$ cat src/rtl/assoc_cache_pkg.sv
// Shared types and default geometry for the set-associative lookup cache.
package assoc_cache_pkg;

  localparam int DEF_ADDR_W   = 32;
  localparam int DEF_DATA_W   = 64;
  localparam int DEF_NUM_SETS = 16;
  localparam int DEF_NUM_WAYS = 2;

  typedef enum logic [1:0] {
    S_IDLE,
    S_LOOKUP,
    S_REFILL,
    S_FLUSH
  } state_t;

endpackage

$ cat src/rtl/assoc_cache_lru.sv
// Combinational LRU helper for one set: age update for an accessed way and
// victim choice (lowest invalid way first, otherwise the oldest way).
module assoc_cache_lru #(
  parameter int NUM_WAYS = 2,
  parameter int AGE_W    = 1
) (
  input  logic [NUM_WAYS*AGE_W-1:0] i_ages,
  input  logic [NUM_WAYS-1:0]       i_valid,
  input  logic [AGE_W-1:0]          i_way,
  output logic [NUM_WAYS*AGE_W-1:0] o_ages,
  output logic [AGE_W-1:0]          o_victim
);

  logic [AGE_W-1:0] w_oldAge;

  assign w_oldAge = i_ages[i_way*AGE_W +: AGE_W];

  always_comb begin : p_age
    o_ages = i_ages;
    for (int v = 0; v < NUM_WAYS; v++) begin
      if (AGE_W'(v) == i_way) begin
        o_ages[v*AGE_W +: AGE_W] = '0;
      end else if (i_ages[v*AGE_W +: AGE_W] < w_oldAge) begin
        o_ages[v*AGE_W +: AGE_W] = i_ages[v*AGE_W +: AGE_W] + 1'b1;
      end
    end
  end

  always_comb begin : p_victim
    logic found;
    found    = 1'b0;
    o_victim = '0;
    for (int v = 0; v < NUM_WAYS; v++) begin
      if (!found && !i_valid[v]) begin
        o_victim = AGE_W'(v);
        found    = 1'b1;
      end
    end
    // Ages form a permutation, so exactly one way carries the maximum age.
    if (!found) begin
      for (int v = 0; v < NUM_WAYS; v++) begin
        if (i_ages[v*AGE_W +: AGE_W] == AGE_W'(NUM_WAYS - 1)) begin
          o_victim = AGE_W'(v);
        end
      end
    end
  end

endmodule

$ cat src/rtl/assoc_cache.sv
// Set-associative read cache with LRU replacement, a single-word refill
// handshake to main memory, a sequential flush and saturating hit/miss counters.
module assoc_cache
  import assoc_cache_pkg::*;
#(
  parameter int ADDR_W   = DEF_ADDR_W,
  parameter int DATA_W   = DEF_DATA_W,
  parameter int NUM_SETS = DEF_NUM_SETS,
  parameter int NUM_WAYS = DEF_NUM_WAYS
) (
  input  logic                                clock,
  input  logic                                reset,
  input  logic                                search_cache,
  input  logic [ADDR_W-1:0]                   address,
  input  logic                                flush,
  output logic                                ready,
  output logic                                search_done,
  output logic                                hit,
  output logic [DATA_W-1:0]                   data,
  output logic [ADDR_W-$clog2(NUM_SETS)-1:0]  tag_out,
  output logic                                mem_req,
  output logic [ADDR_W-1:0]                   RAM_address,
  input  logic [DATA_W-1:0]                   main_memory_data,
  input  logic                                mem_ack,
  output logic [31:0]                         hit_count,
  output logic [31:0]                         miss_count
);

  localparam int IDX_W = $clog2(NUM_SETS);
  localparam int TAG_W = ADDR_W - IDX_W;
  localparam int WAY_W = (NUM_WAYS > 1) ? $clog2(NUM_WAYS) : 1;

  state_t              r_state;
  logic [ADDR_W-1:0]   r_addr;
  logic [IDX_W-1:0]    r_flushIdx;
  logic [WAY_W-1:0]    r_victim;
  logic [NUM_WAYS-1:0] r_valid   [NUM_SETS];
  logic [TAG_W-1:0]    r_tagArr  [NUM_SETS][NUM_WAYS];
  logic [DATA_W-1:0]   r_dataArr [NUM_SETS][NUM_WAYS];

  logic [IDX_W-1:0] w_idx;
  logic [TAG_W-1:0] w_tag;
  logic             w_hit;
  logic [WAY_W-1:0] w_hitWay;
  logic [WAY_W-1:0] w_victim;
  logic             w_fill;

  assign w_idx  = r_addr[IDX_W-1:0];
  assign w_tag  = r_addr[ADDR_W-1:IDX_W];
  assign w_fill = (r_state == S_REFILL) && mem_ack;
  assign ready  = (r_state == S_IDLE);

  always_comb begin
    w_hit    = 1'b0;
    w_hitWay = '0;
    for (int w = NUM_WAYS - 1; w >= 0; w--) begin
      if (r_valid[w_idx][w] && (r_tagArr[w_idx][w] == w_tag)) begin
        w_hit    = 1'b1;
        w_hitWay = WAY_W'(w);
      end
    end
  end

  // Line storage carries no reset; valid bits alone decide whether it is used.
  always_ff @(posedge clock) begin
    if (w_fill) begin
      r_tagArr[w_idx][r_victim]  <= w_tag;
      r_dataArr[w_idx][r_victim] <= main_memory_data;
    end
  end

  generate
    if (NUM_WAYS > 1) begin : g_lru
      localparam int AGES_W = NUM_WAYS * WAY_W;
      logic [AGES_W-1:0] r_age [NUM_SETS];
      logic [AGES_W-1:0] w_initAges;
      logic [AGES_W-1:0] w_newAges;
      logic [WAY_W-1:0]  w_accWay;

      for (genvar g = 0; g < NUM_WAYS; g++) begin : g_init
        assign w_initAges[g*WAY_W +: WAY_W] = WAY_W'(g);
      end

      assign w_accWay = (r_state == S_LOOKUP) ? w_hitWay : r_victim;

      assoc_cache_lru #(
        .NUM_WAYS(NUM_WAYS),
        .AGE_W   (WAY_W)
      ) u_lru (
        .i_ages  (r_age[w_idx]),
        .i_valid (r_valid[w_idx]),
        .i_way   (w_accWay),
        .o_ages  (w_newAges),
        .o_victim(w_victim)
      );

      always_ff @(posedge clock or negedge reset) begin
        if (!reset) begin
          for (int s = 0; s < NUM_SETS; s++) r_age[s] <= w_initAges;
        end else if (r_state == S_FLUSH) begin
          r_age[r_flushIdx] <= w_initAges;
        end else if (((r_state == S_LOOKUP) && w_hit) || w_fill) begin
          r_age[w_idx] <= w_newAges;
        end
      end
    end else begin : g_dm
      assign w_victim = '0;
    end
  endgenerate

  always_ff @(posedge clock or negedge reset) begin
    if (!reset) begin
      r_state     <= S_IDLE;
      r_addr      <= '0;
      r_flushIdx  <= '0;
      r_victim    <= '0;
      for (int s = 0; s < NUM_SETS; s++) r_valid[s] <= '0;
      search_done <= 1'b0;
      hit         <= 1'b0;
      data        <= '0;
      tag_out     <= '0;
      mem_req     <= 1'b0;
      RAM_address <= '0;
      hit_count   <= '0;
      miss_count  <= '0;
    end else begin
      search_done <= 1'b0;
      case (r_state)
        S_IDLE: begin
          if (flush) begin
            r_state    <= S_FLUSH;
            r_flushIdx <= '0;
          end else if (search_cache) begin
            r_state <= S_LOOKUP;
            r_addr  <= address;
          end
        end
        S_LOOKUP: begin
          if (w_hit) begin
            search_done <= 1'b1;
            hit         <= 1'b1;
            data        <= r_dataArr[w_idx][w_hitWay];
            tag_out     <= w_tag;
            if (hit_count != '1) hit_count <= hit_count + 32'd1;
            r_state     <= S_IDLE;
          end else begin
            r_victim    <= w_victim;
            mem_req     <= 1'b1;
            RAM_address <= r_addr;
            r_state     <= S_REFILL;
          end
        end
        S_REFILL: begin
          if (mem_ack) begin
            r_valid[w_idx][r_victim] <= 1'b1;
            mem_req     <= 1'b0;
            search_done <= 1'b1;
            hit         <= 1'b0;
            data        <= main_memory_data;
            tag_out     <= w_tag;
            if (miss_count != '1) miss_count <= miss_count + 32'd1;
            r_state     <= S_IDLE;
          end
        end
        S_FLUSH: begin
          r_valid[r_flushIdx] <= '0;
          r_flushIdx          <= r_flushIdx + 1'b1;
          if (r_flushIdx == IDX_W'(NUM_SETS - 1)) r_state <= S_IDLE;
        end
        default: r_state <= S_IDLE;
      endcase
    end
  end

endmodule

$ cat config.mk
export PLATFORM = sky130hd
export DESIGN_NAME = assoc_cache
export DESIGN_NICKNAME = d
export VERILOG_FILES = /design/src/rtl/assoc_cache_pkg.sv /design/src/rtl/assoc_cache_lru.sv /design/src/rtl/assoc_cache.sv
export SDC_FILE = /design/constraint.sdc
export NUM_CORES = 2
export LEC_CHECK = 0
export ABC_AREA = 1
export CORE_MARGIN = 2
export CORE_UTILIZATION = 56
export DETAILED_ROUTE_END_ITERATION = 10
export PLACE_DENSITY = 0.73
export SLEW_MARGIN = 10
export SYNTH_ARGS = -nofsm -noshare
export SYNTH_HDL_FRONTEND = slang
export SYNTH_SLANG_ARGS = --single-unit
export TNS_END_PERCENT = 1
$ cat constraint.sdc
create_clock -name clock -period 8.3 [get_ports clock]
set_input_delay 1.66 -clock clock [delete_from_list [all_inputs] [get_ports clock]]
set_output_delay 1.66 -clock clock [all_outputs]
set_load 0.02 [all_outputs]
Word-level counts from Yosys, hierarchy flattened
Memory sizes are Yosys's and may differ from the RTL's.
Cells that the tools add are included.

word-level totals
  ROM bits = 0
  bits of input ports = 101
  memory bits (writable) = 2944
  latch bits = 0
  word-level logic and storage cells = 179
  register bits = 294
  output and inout bits = 192
  memories kept = 2

memory list
  name       depth  width  rd ports  clocked after memory_dff  write ports  RTL line           text
  r_dataArr  16     128    1         0                         1            assoc_cache.sv:39  logic [DATA_W-1:0] r_dataArr [NUM_SETS][NUM_WAYS];
  r_tagArr   16     56     1         0                         1            assoc_cache.sv:38  logic [TAG_W-1:0] r_tagArr [NUM_SETS][NUM_WAYS];

operators by class
  $add $sub $neg = 5
  div/mod/pow operators = 0
  reductions and logical operators = 25
  shift operators = 1
  $mul = 0
  muxes and demuxes = 65
  eq/ne operators = 14
  bitwise operators = 12
  order comparisons = 11

operators with widths
  kind                                            number
  2-to-1 mux 64 bit                               6
  2-to-1 mux 128 bit                              1
  case mux 64 bit (2 select lines)                1
  2-to-1 mux 32 bit                               3
  2-to-1 mux 28 bit                               3
  adder 32 x 1 -> 32 bit (second input constant)  2
  demux 64 bit (select 1 bit)                     1
  != test 32 bit (second input constant)          2
  case mux 32 bit (2 select lines)                1
  == test 28 bit                                  2
  2-to-1 mux 56 bit                               1
  case mux 28 bit (2 select lines)                1
  bitwise AND 32 bit                              1
  bitwise mux 32 bit                              1
  NOT 32 bit                                      1
  bitwise OR 32 bit                               1
  demux 28 bit (select 1 bit)                     1
  demux 2 bit (select 4 bit)                      3
  2-to-1 mux 2 bit                                12
  2-to-1 mux 1 bit                                21
  AND reduction 3 bit                             6
  bitwise AND 16 bit                              1
  binary-select mux 2 bit (select 4 bit)          2
  NOT 16 bit                                      1
  31 further kinds                                58

Depth between registers and ports, before layout
  word-level depth = 15
  mapped depth = 28
  mapped depth without buffers = 23

By module
Synthesis repeated with hierarchy kept, for this count alone.

second synthesis, totals
  cells, all modules = 9666
  area, all modules = 126921.7 um^2

modules (own cells, without submodules)
  module           area each (um^2)  seq. area each (um^2)  times used  cells each
  assoc_cache      126890.4          95781.9                1           9658
  assoc_cache_lru  31.3              0.0                    1           8

Worst setup path after synthesis
No wires, ideal clock.

  kind = input -> register
  start point = input port mem_ack
  end point = memory r_dataArr[15][100] (netlist bit) (enable)
  required time = 7.756 ns
  library setup time = 0.544 ns
  arrival = 6.068 ns
  setup slack = 1.688 ns
  stages on the path = 5
  buffers on the path = 1
  cell sequence = nand2_1 inv_1 nand2_1 clkbuf_1 nor2_1

on the way
  longest elaborated chain between the ends = 3

RTL lines
  item                                      RTL line           text
  start, declared                           assoc_cache.sv:24  input logic mem_ack,
  logical AND 1 bit                         assoc_cache.sv:50  assign w_fill = (r_state == S_REFILL) && mem_ack;
  2-to-1 mux 1 bit                          assoc_cache.sv:66  if (w_fill) begin
  2-to-1 mux 128 bit (not written as such)  assoc_cache.sv:68  r_dataArr[w_idx][r_victim] <= main_memory_data;
  end, declared                             assoc_cache.sv:39

Every way passes these cells.

Worst setup path in the final report
  start point = register r_addr[1]
  end point = register data[58]

on the way
  longest elaborated chain between the ends = 13
  elaborated cells between the ends (all ways) = 21
  those cells by class = eq/ne (3); mux (11); bitwise (2); reduce/logical (3); memory (2)

RTL lines
  item                                                                RTL line            text
  start, declared                                                     assoc_cache.sv:34   logic [ADDR_W-1:0] r_addr;
  start signal, assigned                                              assoc_cache.sv:135  r_addr <= address;
  branches (longest 13 deep; another with memory read (16 x 56 bit))  -
  end signal, assigned                                                assoc_cache.sv:142  data <= r_dataArr[w_idx][w_hitWay];
  end signal, assigned                                                assoc_cache.sv:159  data <= main_memory_data;
  end, declared                                                       assoc_cache.sv:19   output logic [DATA_W-1:0] data,

Parallel ways; which one is timed is not known. The select of a mux whose other input is x is not followed.
A chain may end at the register's enable or synchronous reset.

==> flow_summary_export.csv <==
group,metric,value,unit
routing,drc,0,
setup_path,path_cells,"buf_12, nor2_4, buf_4, buf_4, buf_4, a22oi_1, a21oi_1, or4_1, nand2_1, o21ai_1, nand2_1, a21oi_1",
clocking,cts_buffers,330,
sta,skew,0.08617,ns
power,ir_drop,274.1,µV
yosys,yosys.area_share.adder,0.09923,%
floorplan,dieWidth,478.5,µm
power,power.density,349.2,mW/mm²
global_routing,grt-ovfl-total,0,
floorplan,core,0.2242,mm²
placed_design,place_congestion,0.9471,
yosys,post_synth.cell_area_avg,13.24,µm²
sta,relSlewSlack,8.512,%
placed_design,dpl_cell_area,0.1323,mm²
yosys,yosys-top-cells-area,"edfxtp_1 (70%), nand2_1 (7.9%), a22oi_1 (6.2%), dfrtp_1 (5.5%), a21oi_1 (2.8%)",
yosys,yosys_warnings,0,
setup_path,path_buf_inv,4,
sta,min_period,6.153,ns
yosys,ys_seq_elements,3238,
setup_path,cp_top_family,"buffers and inverters",
sta,post-route-period-util,74.14,%
yosys,synth_ff_type,"edfxtp_1",
setup_path,cp_slowest_cell,"buf_4",
setup_path,path_class,"flip-flop to flip-flop",
global_routing,first_global_vias,80130,
clocking,cts_hold_buf,0,
layout,area_growth,13.38,%
clocking,cts.sinks,3238,
setup_path,cp.required,9.15,ns
routing,via_count,84090,
layout,final_net_count,9870,
global_routing,grt_pass1_wl,532800,µm
sta,rsz0062_at_grt,"false",
setup_path,critPathMaxStageDelay,1.01,ns
sta,hold_violations,0,
sta,setup-violations-final,0,
sta,slew_viol_final,0,
clocking,post_cts_resize_count,0,
routing,routed_wl,368200,µm
setup_path,arrival,7.01,ns
yosys,synthXorXnorAreaFrac,0.3820,%
routing,via_per_inst,6.464,
setup_path,crit_fanout,106,
routing,drt-initial-drc-count,13270,
yosys,yosys.area_share.simple,11.17,%
floorplan,initial_utilization,56.23,%
clocking,htree_levels,5,
clocking,tritoncts,"built",
hold_path,worstHoldPathType,"flip-flop to flip-flop",
yosys,syn-cell-area,0.1261,mm²
placed_design,place.detailed.hpwl,182000,µm
job,maxCapViolCount,0,
yosys,yosys.area.top_type,"edfxtp_1",
yosys,synthArstFlopShare,9.080,%
clocking,clk_latency,0.97,ns
routing,ant_nets,0,
yosys,synth-edff-count,2944,
yosys,yosysSeqAreaShare,75.96,%
routing,wl_per_cell,28.30,µm
setup_path,critPathMostFrequentCell,"buf_4",
floorplan,die_h,478.5,µm
yosys,syn_nets,9633,
power,leakagePower,0.05007,µW
sta,max_clock_freq,0.1625,GHz
yosys,synth_top_family_by_area,"simple AND/OR/NAND/NOR gates",
yosys,netlist_instances,9522,
setup_path,startpoint_type,"flip-flop",
layout,layout-drive-gt1-share,7.062,%
clocking,clock_path_buffers,4,
placed_design,portBuffers,292,
sta,tns,0,ns
routing,first_pass_iters,7,
floorplan,rows,174,
layout,stdcell_area,0.1430,mm²
clocking,cts-root-buf,"clkbuf_16",
global_routing,antenna_found_initial,14,
clocking,clkSlewWorstSetupHoldPaths,0.06,ns
yosys,ys_types,39,
clocking,post_cts_buffers,0,
global_routing,grt_use_total,31.43,%
outcome,status,"finished clean",
global_routing,grt_max_degree,176,
yosys,synth_compound_area_share,10.05,%
setup_path,cp-end-kind,"flip-flop",
floorplan,fp.dieArea,0.2290,mm²
sta,worstMarginPinSlew,1.372,ns
floorplan,ios,293,
yosys,synth_top_area_share,70.11,%
yosys,muxShareOfSynthArea,0.01786,%
power,total_power,49930,µW
[metal layers]
metal  wire length (µm)  global-route usage [%]  vias up
met5                 26                       0        -
met4              14280                   12.14        4
met3              46370                   6.362      929
met2             170100                   48.70     6093
met1             137300                   44.30    41570
li1                   -                       -    35490
[final cells by class]
class | instances | area, µm²
multi-input combinational | 5577 | 27710
clock inverter | 144 | 1500
clock buffer | 440 | 9119
timing repair buffer | 445 | 4419
antenna | 6 | 15.01
tap | 2992 | 3744
fill | 15950 | 81280
sequential | 3238 | 95790
inverter | 167 | 659.4
[synthesized netlist by cell type (2+ instances only)]
| master | number |
|---|---|
| a21oi_1 | 693 |
| a22oi_1 | 1040 |
| a31oi_1 | 2 |
| buf_1 | 55 |
| buf_2 | 141 |
| buf_4 | 13 |
| buf_6 | 7 |
| clkbuf_1 | 324 |
| clkinv_1 | 4 |
| dfrtp_1 | 278 |
| dfstp_2 | 16 |
| edfxtp_1 | 2944 |
| ha_1 | 10 |
| inv_1 | 155 |
| inv_2 | 8 |
| mux2_2 | 2 |
| nand2_1 | 2669 |
| nand2_2 | 4 |
| nand3_1 | 195 |
| nand3b_1 | 5 |
| nand4_1 | 62 |
| nor2_1 | 389 |
| nor3_1 | 40 |
| nor3b_1 | 2 |
| nor4_1 | 79 |
| o211ai_1 | 3 |
| o21ai_0 | 167 |
| o21ai_1 | 85 |
| o22ai_1 | 3 |
| o31ai_1 | 7 |
| or4_1 | 59 |
| xnor2_1 | 14 |
| xor2_1 | 41 |
[worst reg2reg max path, cell delays in order (launching register included)]
cell and delay [ns]:
dfrtp_4 0.64, buf_12 0.30, nor2_4 0.96, buf_4 0.99, buf_4 1.06, buf_4 0.94, a22oi_1 0.25, a21oi_1 0.23
or4_1 0.15, nand2_1 0.10, o21ai_1 0.13, nand2_1 0.14, a21oi_1 0.20
[stage by stage]
stage               hold slack (ns)  setup WS (ns)  utilization, %  instances
floorplan                    0.4517          1.688               -       9522
global placement             0.4643          2.335           59.02      12420
detailed placement           0.4658          2.331           59.02      12420
CTS                          0.4834          2.313           63.76      13000
global route                 0.5033          2.004           63.75      13010
finish                       0.4826          2.147           63.75      13010
[where the power goes]
group / total [µW] / internal (µW) / switching, µW
Combinational: 15200 / 4170 / 11000
Clock: 14700 / 8660 / 6010
Sequential: 20100 / 19300 / 795
[placed cells by master, fill, tap and decap left out, types with 124 or more instances in the layout]
cell             Yosys  routed
nor2_1             389     353
o21ai_0            167     166
buf_4               13     124
nand3_1            195     194
inv_1              155     154
nand2_1           2669    2666
edfxtp_1          2944    2944
clkdlybuf4s50_1      0     287
a21oi_1            693     693
clkbuf_16            0     336
a22oi_1           1040    1040
dfrtp_1            278     276
[worst paths after layout]
path	to	slack, ns	from	cells after the start
max in group asynchronous	r_addr[0]	5.93	reset	2
worst max-delay path	data[58]	2.15	r_addr[1]	12
worst min-delay path	RAM_address[3]	0.48	RAM_address[3]	2
min in group asynchronous	RAM_address[18]	0.83	reset	1
worst min register to register	RAM_address[3]	0.48	RAM_address[3]	2
worst max register to register	data[58]	2.15	r_addr[1]	12
[cell families after synthesis]
group / count (synthesis)
simple gates: 3507
mux: 2
buf+inv: 707
fa+ha+maj: 10
flops: 3238
xor+xnor: 55
compound gates: 2003
[state kept, by name, indices dropped and copies added, names as in the netlist]
register	cells
r_dataArr	2048
r_tagArr	896
data	64
RAM_address	32
g_lru.r_age	32
hit_count	32
miss_count	32
r_addr	32
r_valid	32
tag_out	28
r_flushIdx	4
r_state	2
hit	1
mem_req	1
r_victim	1
search_done	1
Note: power is estimated with default switching activity, not from simulation.
